--- config.mk ---
export PLATFORM = sky130hd
export DESIGN_NAME = fetch_stage_flat
export DESIGN_NICKNAME = d
export VERILOG_FILES = /design/src/rtl/fetch_stage_if.sv /design/src/rtl/fetch_stage.sv /design/src/flat_wrapper.sv
export SDC_FILE = /design/constraint.sdc
export NUM_CORES = 1
export LEC_CHECK = 0
export BUFFER_PORTS_ARGS = -buffer_cell sky130_fd_sc_hd__clkbuf_2
export CAP_MARGIN = 20
export CORE_MARGIN = 4
export CORE_UTILIZATION = 50
export CTS_BUF_LIST = sky130_fd_sc_hd__clkbuf_16
export DETAILED_ROUTE_END_ITERATION = 6
export PLACE_DENSITY = 0.76
export SLEW_MARGIN = 5
export SYNTH_ARGS = -nofsm -noshare
export SYNTH_HDL_FRONTEND = slang
export SYNTH_SLANG_ARGS = --single-unit
--- constraint.sdc ---
create_clock -name clk -period 5.9 [get_ports clk]
set_input_delay 0.295 -clock clk [delete_from_list [all_inputs] [get_ports clk]]
set_output_delay 0.295 -clock clk [all_outputs]
set_load 0.01 [all_outputs]
--- src/rtl/fetch_stage_if.sv ---
// Instruction-memory handshake between the fetch stage (master) and instruction memory (slave).
// Single outstanding request: a one-cycle req pulse, answered by a one-cycle rvalid.
interface fetch_stage_if #(
  parameter int DATA_WIDTH = 32,
  parameter int PC_WIDTH   = 32
);
  logic                  imem_req;
  logic [PC_WIDTH-1:0]   imem_addr;
  logic                  imem_rvalid;
  logic [DATA_WIDTH-1:0] imem_rdata;

  modport master (output imem_req, imem_addr, input  imem_rvalid, imem_rdata);
  modport slave  (input  imem_req, imem_addr, output imem_rvalid, imem_rdata);
endinterface

--- src/rtl/fetch_stage.sv ---
// IF stage + IF/ID register: PC, single-outstanding imem fetch, stall/flush/redirect handling.
// Optional FETCH_PERF_EN adds perf_fetched / perf_stall_cyc / perf_killed counters.
module fetch_stage #(
  parameter int                    DATA_WIDTH = 32,
  parameter int                    PC_WIDTH   = 32,
  parameter logic [PC_WIDTH-1:0]   RESET_PC   = '0,
  parameter logic [DATA_WIDTH-1:0] NOP_INSN   = DATA_WIDTH'(32'h0000_0013)
) (
  input  logic                  clk,
  input  logic                  rst,
  input  logic                  stall,
  input  logic                  flush,
  input  logic                  redirect_valid,
  input  logic [PC_WIDTH-1:0]   redirect_pc,
  fetch_stage_if.master         imem,
  output logic [PC_WIDTH-1:0]   pc_out,
  output logic [PC_WIDTH-1:0]   pc_plus4_out,
  output logic [DATA_WIDTH-1:0] ins_out,
  output logic                  ifid_valid
`ifdef FETCH_PERF_EN
  ,
  output logic [31:0]           perf_fetched,
  output logic [31:0]           perf_stall_cyc,
  output logic [31:0]           perf_killed
`endif
);

  typedef enum logic [1:0] {IDLE, WAIT, HOLD, DROP} state_t;

  state_t                state_q, state_d;
  logic [PC_WIDTH-1:0]   pc_q, pc_d, pc_inc;
  logic [DATA_WIDTH-1:0] hold_q, load_data;
  logic                  req, load, capture;
  logic [PC_WIDTH-1:0]   addr;

  // While WAIT/HOLD, pc_q is the address of the outstanding request.
  assign pc_inc = pc_q + PC_WIDTH'(4);

  // NOTE: every signal gets a default before any branch so no latch is inferred.
  always_comb begin
    state_d   = state_q;
    pc_d      = pc_q;
    req       = 1'b0;
    addr      = '0;
    load      = 1'b0;
    load_data = imem.imem_rdata;
    capture   = 1'b0;
    if (redirect_valid) begin
      pc_d = {redirect_pc[PC_WIDTH-1:2], 2'b00};
      case (state_q)
        WAIT:    state_d = imem.imem_rvalid ? IDLE : DROP;
        DROP:    state_d = imem.imem_rvalid ? IDLE : DROP;
        default: state_d = IDLE;
      endcase
    end else begin
      case (state_q)
        IDLE: if (!stall) begin
          req     = 1'b1;
          addr    = pc_q;
          state_d = WAIT;
        end
        WAIT: if (imem.imem_rvalid) begin
          if (stall) begin
            capture = 1'b1;
            state_d = HOLD;
          end else begin
            load = 1'b1;
            pc_d = pc_inc;
            req  = 1'b1;
            addr = pc_inc;
          end
        end
        HOLD: if (!stall) begin
          load      = 1'b1;
          load_data = hold_q;
          pc_d      = pc_inc;
          state_d   = IDLE;
        end
        default: if (imem.imem_rvalid) state_d = IDLE;
      endcase
    end
    if (rst) begin
      req  = 1'b0;
      addr = '0;
    end
  end

  assign imem.imem_req  = req;
  assign imem.imem_addr = addr;

  // NOTE: state registers use non-blocking assignments so all flops update from pre-edge values.
  always_ff @(posedge clk) begin
    if (rst) begin
      state_q      <= IDLE;
      pc_q         <= RESET_PC;
      hold_q       <= '0;
      pc_out       <= '0;
      pc_plus4_out <= '0;
      ins_out      <= NOP_INSN;
      ifid_valid   <= 1'b0;
    end else begin
      state_q <= state_d;
      pc_q    <= pc_d;
      if (redirect_valid)  hold_q <= '0;
      else if (capture)    hold_q <= imem.imem_rdata;
      // Bubble unless a fresh instruction lands, so decode never sees a duplicate.
      if (redirect_valid || flush) begin
        ins_out    <= NOP_INSN;
        ifid_valid <= 1'b0;
      end else if (!stall) begin
        if (load) begin
          pc_out       <= pc_q;
          pc_plus4_out <= pc_inc;
          ins_out      <= load_data;
          ifid_valid   <= 1'b1;
        end else begin
          ins_out    <= NOP_INSN;
          ifid_valid <= 1'b0;
        end
      end
    end
  end

`ifdef FETCH_PERF_EN
  logic killed;
  assign killed = redirect_valid ? ((imem.imem_rvalid && (state_q == WAIT || state_q == DROP))
                                    || state_q == HOLD)
                                 : (imem.imem_rvalid && state_q == DROP);

  always_ff @(posedge clk) begin
    if (rst) begin
      perf_fetched   <= '0;
      perf_stall_cyc <= '0;
      perf_killed    <= '0;
    end else begin
      if (load && !redirect_valid && !flush) perf_fetched <= perf_fetched + 32'd1;
      if (stall)  perf_stall_cyc <= perf_stall_cyc + 32'd1;
      if (killed) perf_killed    <= perf_killed + 32'd1;
    end
  end
`endif

endmodule

--- src/flat_wrapper.sv ---
// flat-port wrapper written by rule: the top's interface ports become plain ports
module fetch_stage_flat 
#(
  parameter int                    DATA_WIDTH = 32,
  parameter int                    PC_WIDTH   = 32,
  parameter logic [PC_WIDTH-1:0]   RESET_PC   = '0,
  parameter logic [DATA_WIDTH-1:0] NOP_INSN   = DATA_WIDTH'(32'h0000_0013)
)
  (clk, rst, stall, flush, redirect_valid, redirect_pc, pc_out, pc_plus4_out, ins_out, ifid_valid, imem_imem_req, imem_imem_addr, imem_imem_rvalid, imem_imem_rdata);
  fetch_stage_if #(.DATA_WIDTH(DATA_WIDTH), .PC_WIDTH(PC_WIDTH)) imem_i ();
  input  logic clk;
  input  logic rst;
  input  logic stall;
  input  logic flush;
  input  logic redirect_valid;
  input  logic [PC_WIDTH-1:0] redirect_pc;
  output logic [PC_WIDTH-1:0] pc_out;
  output logic [PC_WIDTH-1:0] pc_plus4_out;
  output logic [DATA_WIDTH-1:0] ins_out;
  output logic ifid_valid;
  output wire logic [$bits(imem_i.imem_req)-1:0] imem_imem_req;
  output wire logic [$bits(imem_i.imem_addr)-1:0] imem_imem_addr;
  input wire logic [$bits(imem_i.imem_rvalid)-1:0] imem_imem_rvalid;
  input wire logic [$bits(imem_i.imem_rdata)-1:0] imem_imem_rdata;
  assign imem_imem_req = imem_i.imem_req;
  assign imem_imem_addr = imem_i.imem_addr;
  assign imem_i.imem_rvalid = imem_imem_rvalid;
  assign imem_i.imem_rdata = imem_imem_rdata;
  fetch_stage #(.DATA_WIDTH(DATA_WIDTH), .PC_WIDTH(PC_WIDTH), .RESET_PC(RESET_PC), .NOP_INSN(NOP_INSN)) u_core (.clk(clk), .rst(rst), .stall(stall), .flush(flush), .redirect_valid(redirect_valid), .redirect_pc(redirect_pc), .imem(imem_i), .pc_out(pc_out), .pc_plus4_out(pc_plus4_out), .ins_out(ins_out), .ifid_valid(ifid_valid));
endmodule
==> metrics, run 1 <==
mux contribution to synthesized area=0.5437%; Async S/R FF share, synth=0%; diode count=0; post-synthesis compound-gate area fraction=19.38%; Post-CTS Hold Fix Bufs=0; overall power=2.488 mW; final setup vio count=0; vias in the first global route=6956; Buf/Inv on CP=1; Buffers on Ports=191; slowest CP cell=or4_4; nets=1243; Relative slew margins=33.30%; post-synthesis simple-gate area fraction=26.15%; area grow syn2layout=19.45%; Post-CTS Setup Inserts=0; Main synth FF type=dfxtp_1; CP Class=register to output port; Worst Tran Pin Value=1.001 ns; data required time of the worst path=5.61 ns; Tot GR Track Use=24.53%; combinational family with the most area after synthesis=simple AND/OR/NAND/NOR gates; Worst Path Max Fanout=23; drt pass-1 iters=5; fmax=0.2937 GHz; R2R depth=5; Core Area=15260 um^2; Crit path top cell by count=or4_4; Layout Skew=0.009664 ns; Die H=133.1 um; io pins=200; Tmin final=3.405 ns; clk buf depth=2; synth warn=0; row count=45; total gr overflow=0; CP cell instances=nand4_4 -> or4_4 -> or4_4 -> nor3_1 -> o21bai_1 -> clkbuf_2; min-delay src=imem_imem_rdata[15]; cell accounting for the most synthesized area=dfxtp_1; FF+latch count, synth=157; Yosys cell types=53; top cell family by delay on the critical path=simple AND/OR/NAND/NOR gates; CTS tree=done; post_cts resized=0; largest net degree at the start of global routing=95; type of origin of the critical path=register; H-Tree Depth=4; Final Hold Fails=0; share of layout cells above drive strength 1=22.61%; Critical R2R Launch=u_core.pc_q[6]; average wire per standard cell=16.03 um; routed vias/inst=5.501; CTS Buf Count=17; Synth top area share=40.17%; number of clock sinks=157; final worst path period share=57.72%; EDFF count, synth=0; first-pass GRT wire length=35290 um; Reg clk slew, reported paths=0.07 ns; max cap viols=0; antenna violations before repair=0; final wirelength=22310 um; status=finished clean; Antenna Nets Post-Route=0; Synth Area in Adders=0.7996%; Die Area=17710 um^2; DIE WIDTH=133.1 um; Hold Crit Class=input port to register; CP peak stage delay=0.74 ns; RSZ-0062 raised after global routing=false; worst skew pair latency=0.43 ns; P_leak=3.456 nW; top post-synthesis cells by area=dfxtp_1 (40%), nand2_1 (10%), a21oi_1 (9.7%); register area=3143 um^2; pre-CTS setup slack=2.506 ns; Post-Synthesis Cells=1045; Power Dens Cells=266.2 nW/um^2; gpl congestion=0.8694; CP arrival=3.11 ns; DR iter-0 viols=695; Seq/Total Area, Yosys=40.17%; DP HPWL=14630 um; area of the multi-input gates=4182 um^2; filler cell count=1410; area share of xor/xnor cells in the synthesized design=5.933%; Avg Cell Area, Syn=7.487 um^2; Final WS setup=2.495 ns; cell count along the critical path=6; residual DRC count=0; Clock Tree Root=clkbuf_16; via count=7657; Initial Utilization=51.28%; Worst Setup End Kind=output port; Mapped Area=7824 um^2; IR Drop Worst-Case VDD=0.0002047 V; total negative setup slack=0 ns; Crit. Startpoint=u_core.pc_q[6]; worst reg2reg endpoint=u_core.pc_plus4_out[24]; flop2flop setup slack=3.22 ns; Max Slew Vio Count=0; Critical Path End=imem_imem_addr[24]
==> state kept, by name (all words and copies together) (netlist names) <==
name	cells
u_core.hold_q	32
u_core.ifid_valid	1
u_core.ins_out	32
u_core.pc_out	30
u_core.pc_plus4_out	30
u_core.pc_q	30
u_core.state_q	2
==> where the power goes <==
part | leakage [nW] | internal [mW] | switching (mW)
Clock | 0.286 | 0.671 | 0.466
Combinational | 1.90 | 0.0850 | 0.148
Sequential | 1.27 | 1.08 | 0.0383
==> stage by stage <==
step	util, %	cell area (um^2)	std cells	hold slack [ns]
after floorplan	-	7843	1050	0.4102
after global placement	56.93	8686	1358	0.4417
after detailed placement	56.93	8686	1358	0.4469
after CTS	60.93	9298	1390	0.08146
after global routing	61.25	9345	1392	0.08892
final	61.25	9345	1392	0.09322
==> cells in the final DEF, fill, tap and decap left out, drive strengths merged, types with 4 or more instances in the layout <==
cell      count
a211oi       54
a21oi       152
a311oi        7
a31oi         7
and3          4
buf          15
clkbuf      207
clkinv        7
clkinvlp      4
conb          6
dfxtp       157
ha            5
inv          14
nand2       218
nand2b        5
nand3        16
nand4        10
nor2        129
nor3         19
nor4         19
o211ai        4
o21ai        24
or3           8
or4           5
xnor2        41
xor2         12
==> worst reg2reg max path, cell delays in order (launching register included) <==
cell	delay, ns
dfxtp_1	0.61
nand4_4	0.25
or4_4	0.75
or4_4	0.63
xnor2_1	0.14
a211oi_1	0.22
==> per-layer routing <==
metal,routed length (um),GRT usage [%]
met5,0,0
met4,563,9.257
met3,1754,6.986
met2,10460,39.42
met1,9530,31.44
==> cell type report <==
class	count	share of cell area, %
multi-input cells	774	44.74
repair buffers	205	11.73
inverters	13	0.5222
clock inverters	15	1.995
clock buffers	17	4.552
well taps	211	2.825
flip-flops and latches	157	33.63
==> cells in the mapped netlist, types with 3 or more instances <==
cell	instances
nand2b_1	5
or3_1	8
nor4_1	10
clkbuf_1	72
a21oi_1	152
nand3_1	16
o21ai_0	19
nor2_1	129
xnor2_1	41
nand2_1	218
inv_1	11
buf_6	5
or4_1	3
nor3_1	11
ha_1	5
and3_1	4
nor4_2	6
o22ai_1	3
a31oi_1	7
and4_1	3
a211oi_1	53
o21ai_1	5
nand4_1	8
buf_2	18
buf_4	6
nor3_2	8
dfxtp_1	157
nor4_4	3
xor2_1	12
buf_1	4
nor2b_1	3
o211ai_1	4
a311oi_1	7
==> cells by family after synthesis <==
| logic type | count (synthesis) |
|---|---|
| AND/OR/NAND/NOR | 446 |
| AO/OA/AOI/OAI | 260 |
| flip-flops | 157 |
| buffers and inverters | 119 |
| XOR/XNOR | 53 |
| adder cells (fa/ha/maj) | 5 |
| multiplexers | 4 |
| other | 1 |
==> worst min-delay path by stage <==
stage / cells after the start / endpoint
5_1_grt: 3 / u_core.hold_q[1]
3_3_place_gp: 2 / u_core.hold_q[28]
3_5_place_dp: 2 / u_core.hold_q[26]
6_report: 3 / u_core.hold_q[15]
2_1_floorplan: 2 / u_core.ins_out[0]
4_1_cts: 3 / u_core.hold_q[19]
No activity file was read; power rests on OpenSTA's default activity.
==> inputs of run 2 (changes only) <==
clock period = 3.2 ns   (was 5.9 ns; I/O delays follow)
==> run 2 against run 1 <==
Against the previous run:
- setup slack worse by 2.4 ns
- sequential power up 84%
- routed wire length up 4.0%
- worst hold slack worse by 0.084 ns
- cell count up 3.7%
- critical path depth up 1
- combinational power up 110%
- sequential cell count unchanged
- global-route usage up 1.2 points
- register-to-register slack worse by 2.4 ns
- largest cell class unchanged
- highest routed layer is now met5
==> metrics, run 2 (synthesis gave the netlist of run 1 again) <==
status=finished clean; share of layout cells above drive strength 1=22.32%; Tmin final=3.063 ns; area grow syn2layout=26.56%; vias in the first global route=7414; CTS tree=done; Relative slew margins=45.99%; Clock Tree Root=clkbuf_16; row count=45; Initial Utilization=51.28%; nets=1295; commonest non-fill, non-tap cell in the layout=nand2_1; area of the multi-input gates=4188 um^2; power share of the combinational group=10.0%; Largest regs=u_core.hold_q (32), u_core.ins_out (32); type of origin of the critical path=register; Layout Skew=0.01023 ns; total gr overflow=0; max cap viols=0; clk buf depth=2; Critical R2R Launch=u_core.pc_q[8]; gpl congestion=0.8511; register area=3144 um^2; io pins=200; DR iter-0 viols=749; number of clock sinks=157; worst reg2reg endpoint=u_core.pc_q[30]; Final Hold Fails=0; Worst Path Max Fanout=21; most frequent cells in the layout=nand2_1 (218), clkbuf_2 (190), dfxtp_1 (156); flop2flop setup slack=0.80 ns; Worst Hold End=u_core.pc_q[15]; IR Drop Worst-Case VDD=0.0003332 V; DP HPWL=15180 um; final worst path period share=95.71%; hold path depth=3; RSZ-0062 raised after global routing=false; Core Area=15260 um^2; Reg power frac=42.5%; placed insts=1368; clock power share=47.5%; drt pass-1 iters=5; data required time of the worst path=3.04 ns; CTS Buf Count=17; largest net degree at the start of global routing=88; Die Area=17710 um^2; Tot GR Track Use=25.69%; Buffers on Ports=191; Worst Tran Pin Value=0.8102 ns; Max Slew Vio Count=0; Reg clk slew, reported paths=0.06 ns; worst skew pair latency=0.43 ns; antenna violations before repair=1; switching pwr=1.201 mW; final wirelength=23200 um; fmax=0.3265 GHz; diode count=0; Power Dens Cells=490.2 nW/um^2; average wire per standard cell=16.08 um; residual DRC count=0; min-delay src=redirect_pc[15]; P_leak=3.707 nW; CP Class=register to output port; Hold Crit Class=input port to register; filler cell count=1312; Antenna Nets Post-Route=0; Net Sw Frac=24.74%; R2R depth=6; Layout Utilization=64.90%; Die H=133.1 um; H-Tree Depth=4; DIE WIDTH=133.1 um; P_int=3.653 mW; total negative setup slack=0 ns; CP arrival=2.90 ns; via count=7976; first-pass GRT wire length=37440 um; Worst Setup End Kind=output port; Layout Cells excl Fill=1443; final setup vio count=0; routed vias/inst=5.527; Post-CTS Setup Inserts=0
-- run 2: changes by cell type in the layout (fill, tap and decap cells not counted), sizes merged --
| cell | before | now |
|---|---|---|
| clkinvlp | 4 | 2 |
| buf | 15 | 23 |
| clkinv | 7 | 5 |
| bufinv | 3 | 6 |
| dlygate4sd3 | 0 | 44 |
-- run 2: power by group through the flow --
stage	Clock [mW]	Combinational, mW	Sequential (mW)
6_report	2.31	0.486	2.06
5_1_grt	2.42	0.535	2.07
4_1_cts	2.32	0.481	2.06
3_5_place_dp	0	0.434	2.10
3_3_place_gp	0	0.429	2.10
2_1_floorplan	0	0.335	2.06
-- run 2: metrics by stage --
stage | area (um^2) | power (mW) | worst slack (ns) | hold WS [ns]
floorplan | 7843 | 2.392 | 1.005 | 0.2752
global placement | 8786 | 2.529 | 0.6547 | 0.3994
detailed placement | 8786 | 2.536 | 0.6218 | 0.4027
CTS | 9894 | 4.861 | 0.1363 | 0.001101
global route | 9902 | 5.024 | 0.02898 | 0.005388
finish | 9902 | 4.854 | 0.1373 | 0.009105
-- run 2: worst max path at each step --
stage                         endpoint      startpoint  cells after the start  slack (ns)
global placement    imem_imem_addr[23]  u_core.pc_q[7]                      7        0.65
finish              imem_imem_addr[23]  u_core.pc_q[8]                      7        0.14
global route        imem_imem_addr[28]  u_core.pc_q[2]                      7        0.03
CTS                 imem_imem_addr[23]  u_core.pc_q[7]                      7        0.14
floorplan           imem_imem_addr[24]  u_core.pc_q[9]                      7        1.00
detailed placement  imem_imem_addr[23]  u_core.pc_q[7]                      7        0.62
-- run 2: per-layer routing --
| metal | wire length [um] | share of wire [%] | track usage (%) | up-vias |
|---|---|---|---|---|
| met5 | 13 | 0.056 | 0 | - |
| met3 | 1943 | 8.4 | 6.911 | 46 |
| met1 | 9869 | 43 | 33.18 | 3670 |
| met4 | 461 | 2.0 | 7.886 | 2 |
| li1 | - | - | - | 3888 |
| met2 | 10910 | 47 | 42.18 | 370 |
-- run 2: timing repair --
action,in CTS,in global routing
resized for setup,0,2
hold endpoints to repair,44,0
setup endpoints to repair,0,2
hold buffers,44,0
-- run 2: area by class of cell --
type | count | share of cell area, %
Multi-Input combinational cell | 774 | 42.29
Timing Repair Buffer | 257 | 16.05
Tap cell | 211 | 2.666
Clock inverter | 14 | 2.451
Clock buffer | 17 | 4.296
Sequential cell | 157 | 31.75
Inverter | 13 | 0.4928
-- run 2: critical path, cell delays in order, from the launching register on --
cell      delay (ns)
dfxtp_1         0.54
nand4_4         0.24
or4_4           0.56
buf_4           0.26
nor2_1          0.20
a21oi_1         0.09
a311oi_1        0.38
clkbuf_2        0.21
==> inputs of run 3 (changes only) <==
CORE_UTILIZATION = 48   (was 50)
RECOVER_POWER = 50   (was not set)
clock period = 2.7 ns   (was 3.2 ns; I/O delays follow)
==> run 3 against run 2 <==
Against the previous run:
- clock skew shrank 0.00085 ns
- setup slack lost 0.053 ns
- count of clock-buffer cells in the layout is the same
- die area grew 3.9%
- largest cell class unchanged
- largest power group is now sequential cells
==> metrics, run 3 (synthesis gave the netlist of run 1 again) <==
drt pass-1 iters=5; first-pass GRT wire length=36910 um; flop2flop setup slack=0.33 ns; most frequent cells in the layout=nand2_1 (217), a21oi_1 (152), dfxtp_1 (144); number of clock sinks=157; total gr overflow=0; Critical R2R Launch=u_core.state_q[1]; Crit path top cell by count=or4_4; slowest CP cell=or4_4; row count=46; Die Area=18410 um^2; Buffers on Ports=191; Initial Utilization=49.07%; placed insts=1386; max cap viols=0; Buf/Inv on CP=1; via count=8038; diode count=0; CTS tree=done; data required time of the worst path=2.57 ns; share of layout cells above drive strength 1=17.56%; H-Tree Depth=4; Hold Crit Class=input port to register; residual DRC count=0; Worst Path Max Fanout=3; pre-CTS setup slack=0.2901 ns; io pins=200; CP arrival=2.48 ns; Final WS setup=0.08428 ns; CTS Buf Count=17; Relative slew margins=36.96%; area grow syn2layout=27.60%; Largest regs=u_core.hold_q (32), u_core.ins_out (32); top cell family by delay on the critical path=simple AND/OR/NAND/NOR gates; Layout Skew=0.009378 ns; Tmin final=2.616 ns; nets=1326; worst reg2reg endpoint=u_core.pc_plus4_out[16]; CP cell instances=nand4_4 -> or4_4 -> or4_4 -> nor3_1 -> o21bai_2 -> buf_2; DR iter-0 viols=669; R2R depth=8; fmax=0.3823 GHz; routed vias/inst=5.431; Final Hold Fails=0; Core Area=15940 um^2; Max Slew Vio Count=0; Layout Cells excl Fill=1480; Hold Slack=0.003294 ns; Worst Setup End Kind=output port; hold path depth=3; status=finished clean; DIE WIDTH=135.7 um; average wire per standard cell=15.98 um; Reg clk slew, reported paths=0.07 ns; filler cell count=1412; final worst path period share=96.88%; Clock Tree Root=clkbuf_16; total negative setup slack=0 ns; Worst Hold End=u_core.pc_q[31]; final wirelength=23650 um; IR Drop Worst-Case VDD=0.0004652 V; vias in the first global route=7361; largest net degree at the start of global routing=88; Tot GR Track Use=24.81%; Worst Tran Pin Value=0.9456 ns; antenna violations before repair=2; CP Class=register to output port; Antenna Nets Post-Route=0; DP HPWL=15120 um; min-delay src=redirect_pc[31]; final setup vio count=0; type of origin of the critical path=register; clk buf depth=2; Die H=135.7 um; commonest non-fill, non-tap cell in the layout=nand2_1; P_leak=3.493 nW; CP peak stage delay=0.58 ns; gpl congestion=0.8669; worst skew pair latency=0.42 ns; Power Dens Cells=523.2 nW/um^2
-- run 3: cell types whose count changed in the layout (fill, tap and decap cells not counted), moves of 3 or more --
cell	delta
clkbuf_2	-93
dfxtp_2	+9
bufinv_16	-6
and3_1	-3
buf_4	+14
dlygate4sd3_1	+14
dfxtp_4	+3
dfxtp_1	-12
clkbuf_1	+94
and3_2	+3
-- run 3: cell type report --
type,instances,area [um^2],share of cell area (%)
Clock buffer,17,425.4,4.261
Clock inverter,15,102.6,1.028
Inverter,13,48.80,0.4888
Multi-Input combinational cell,774,4259,42.66
Sequential cell,157,3167,31.72
Tap cell,216,270.3,2.707
Timing Repair Buffer,288,1710,17.13
-- run 3: how the worst max path moves through the flow --
stage | from | endpoint | slack [ns] | depth (start not counted)
2_1_floorplan | u_core.pc_q[9] | imem_imem_addr[24] | 0.53 | 7
3_3_place_gp | u_core.pc_q[8] | imem_imem_addr[23] | 0.31 | 7
3_5_place_dp | u_core.pc_q[8] | imem_imem_addr[23] | 0.29 | 7
4_1_cts | u_core.pc_q[9] | imem_imem_addr[24] | 0.003 | 6
5_1_grt | u_core.pc_q[13] | imem_imem_addr[15] | -0.001 | 6
6_report | u_core.pc_q[9] | imem_imem_addr[24] | 0.08 | 6
-- run 3: what timing repair did --
item	CTS	global route
endpoints found under the setup margin	15	18
hold endpoints to repair	58	0
setup buffers	0	4
gates resized for setup	12	24
pin swaps	0	3
hold buffers	58	0
-- run 3: layer usage --
metal | global-route usage [%] | share of wire (%) | vias to the layer above
li1 | - | - | 3958
met1 | 31.81 | 42 | 3660
met2 | 40.93 | 47 | 362
met3 | 5.684 | 8.0 | 54
met4 | 9.071 | 2.5 | 4
met5 | 0 | 0.11 | -
-- run 3: power by group --
group | total, mW | internal, mW | switching, mW
clock | 2.16 | 1.17 | 0.995
combinational | 0.635 | 0.261 | 0.374
sequential | 2.43 | 2.36 | 0.0625
-- run 3: metrics by stage --
stage	instance area [um^2]	utilization (%)	total power [mW]
detailed placement	8875	55.67	3.027
floorplan	7843	-	2.834
finish	9983	62.62	5.223
global placement	8875	55.67	3.019
global route	9983	62.62	5.425
CTS	10020	62.86	5.238
-- run 3: worst register-to-register path, stage by stage, from the launching register on --
cell      delay (ns)
dfxtp_1         0.33
inv_1           0.10
ha_2            0.26
and2_2          0.23
o211ai_1        0.15
nor2_4          0.10
clkbuf_4        0.75
nor2_1          0.14
a211oi_1        0.23
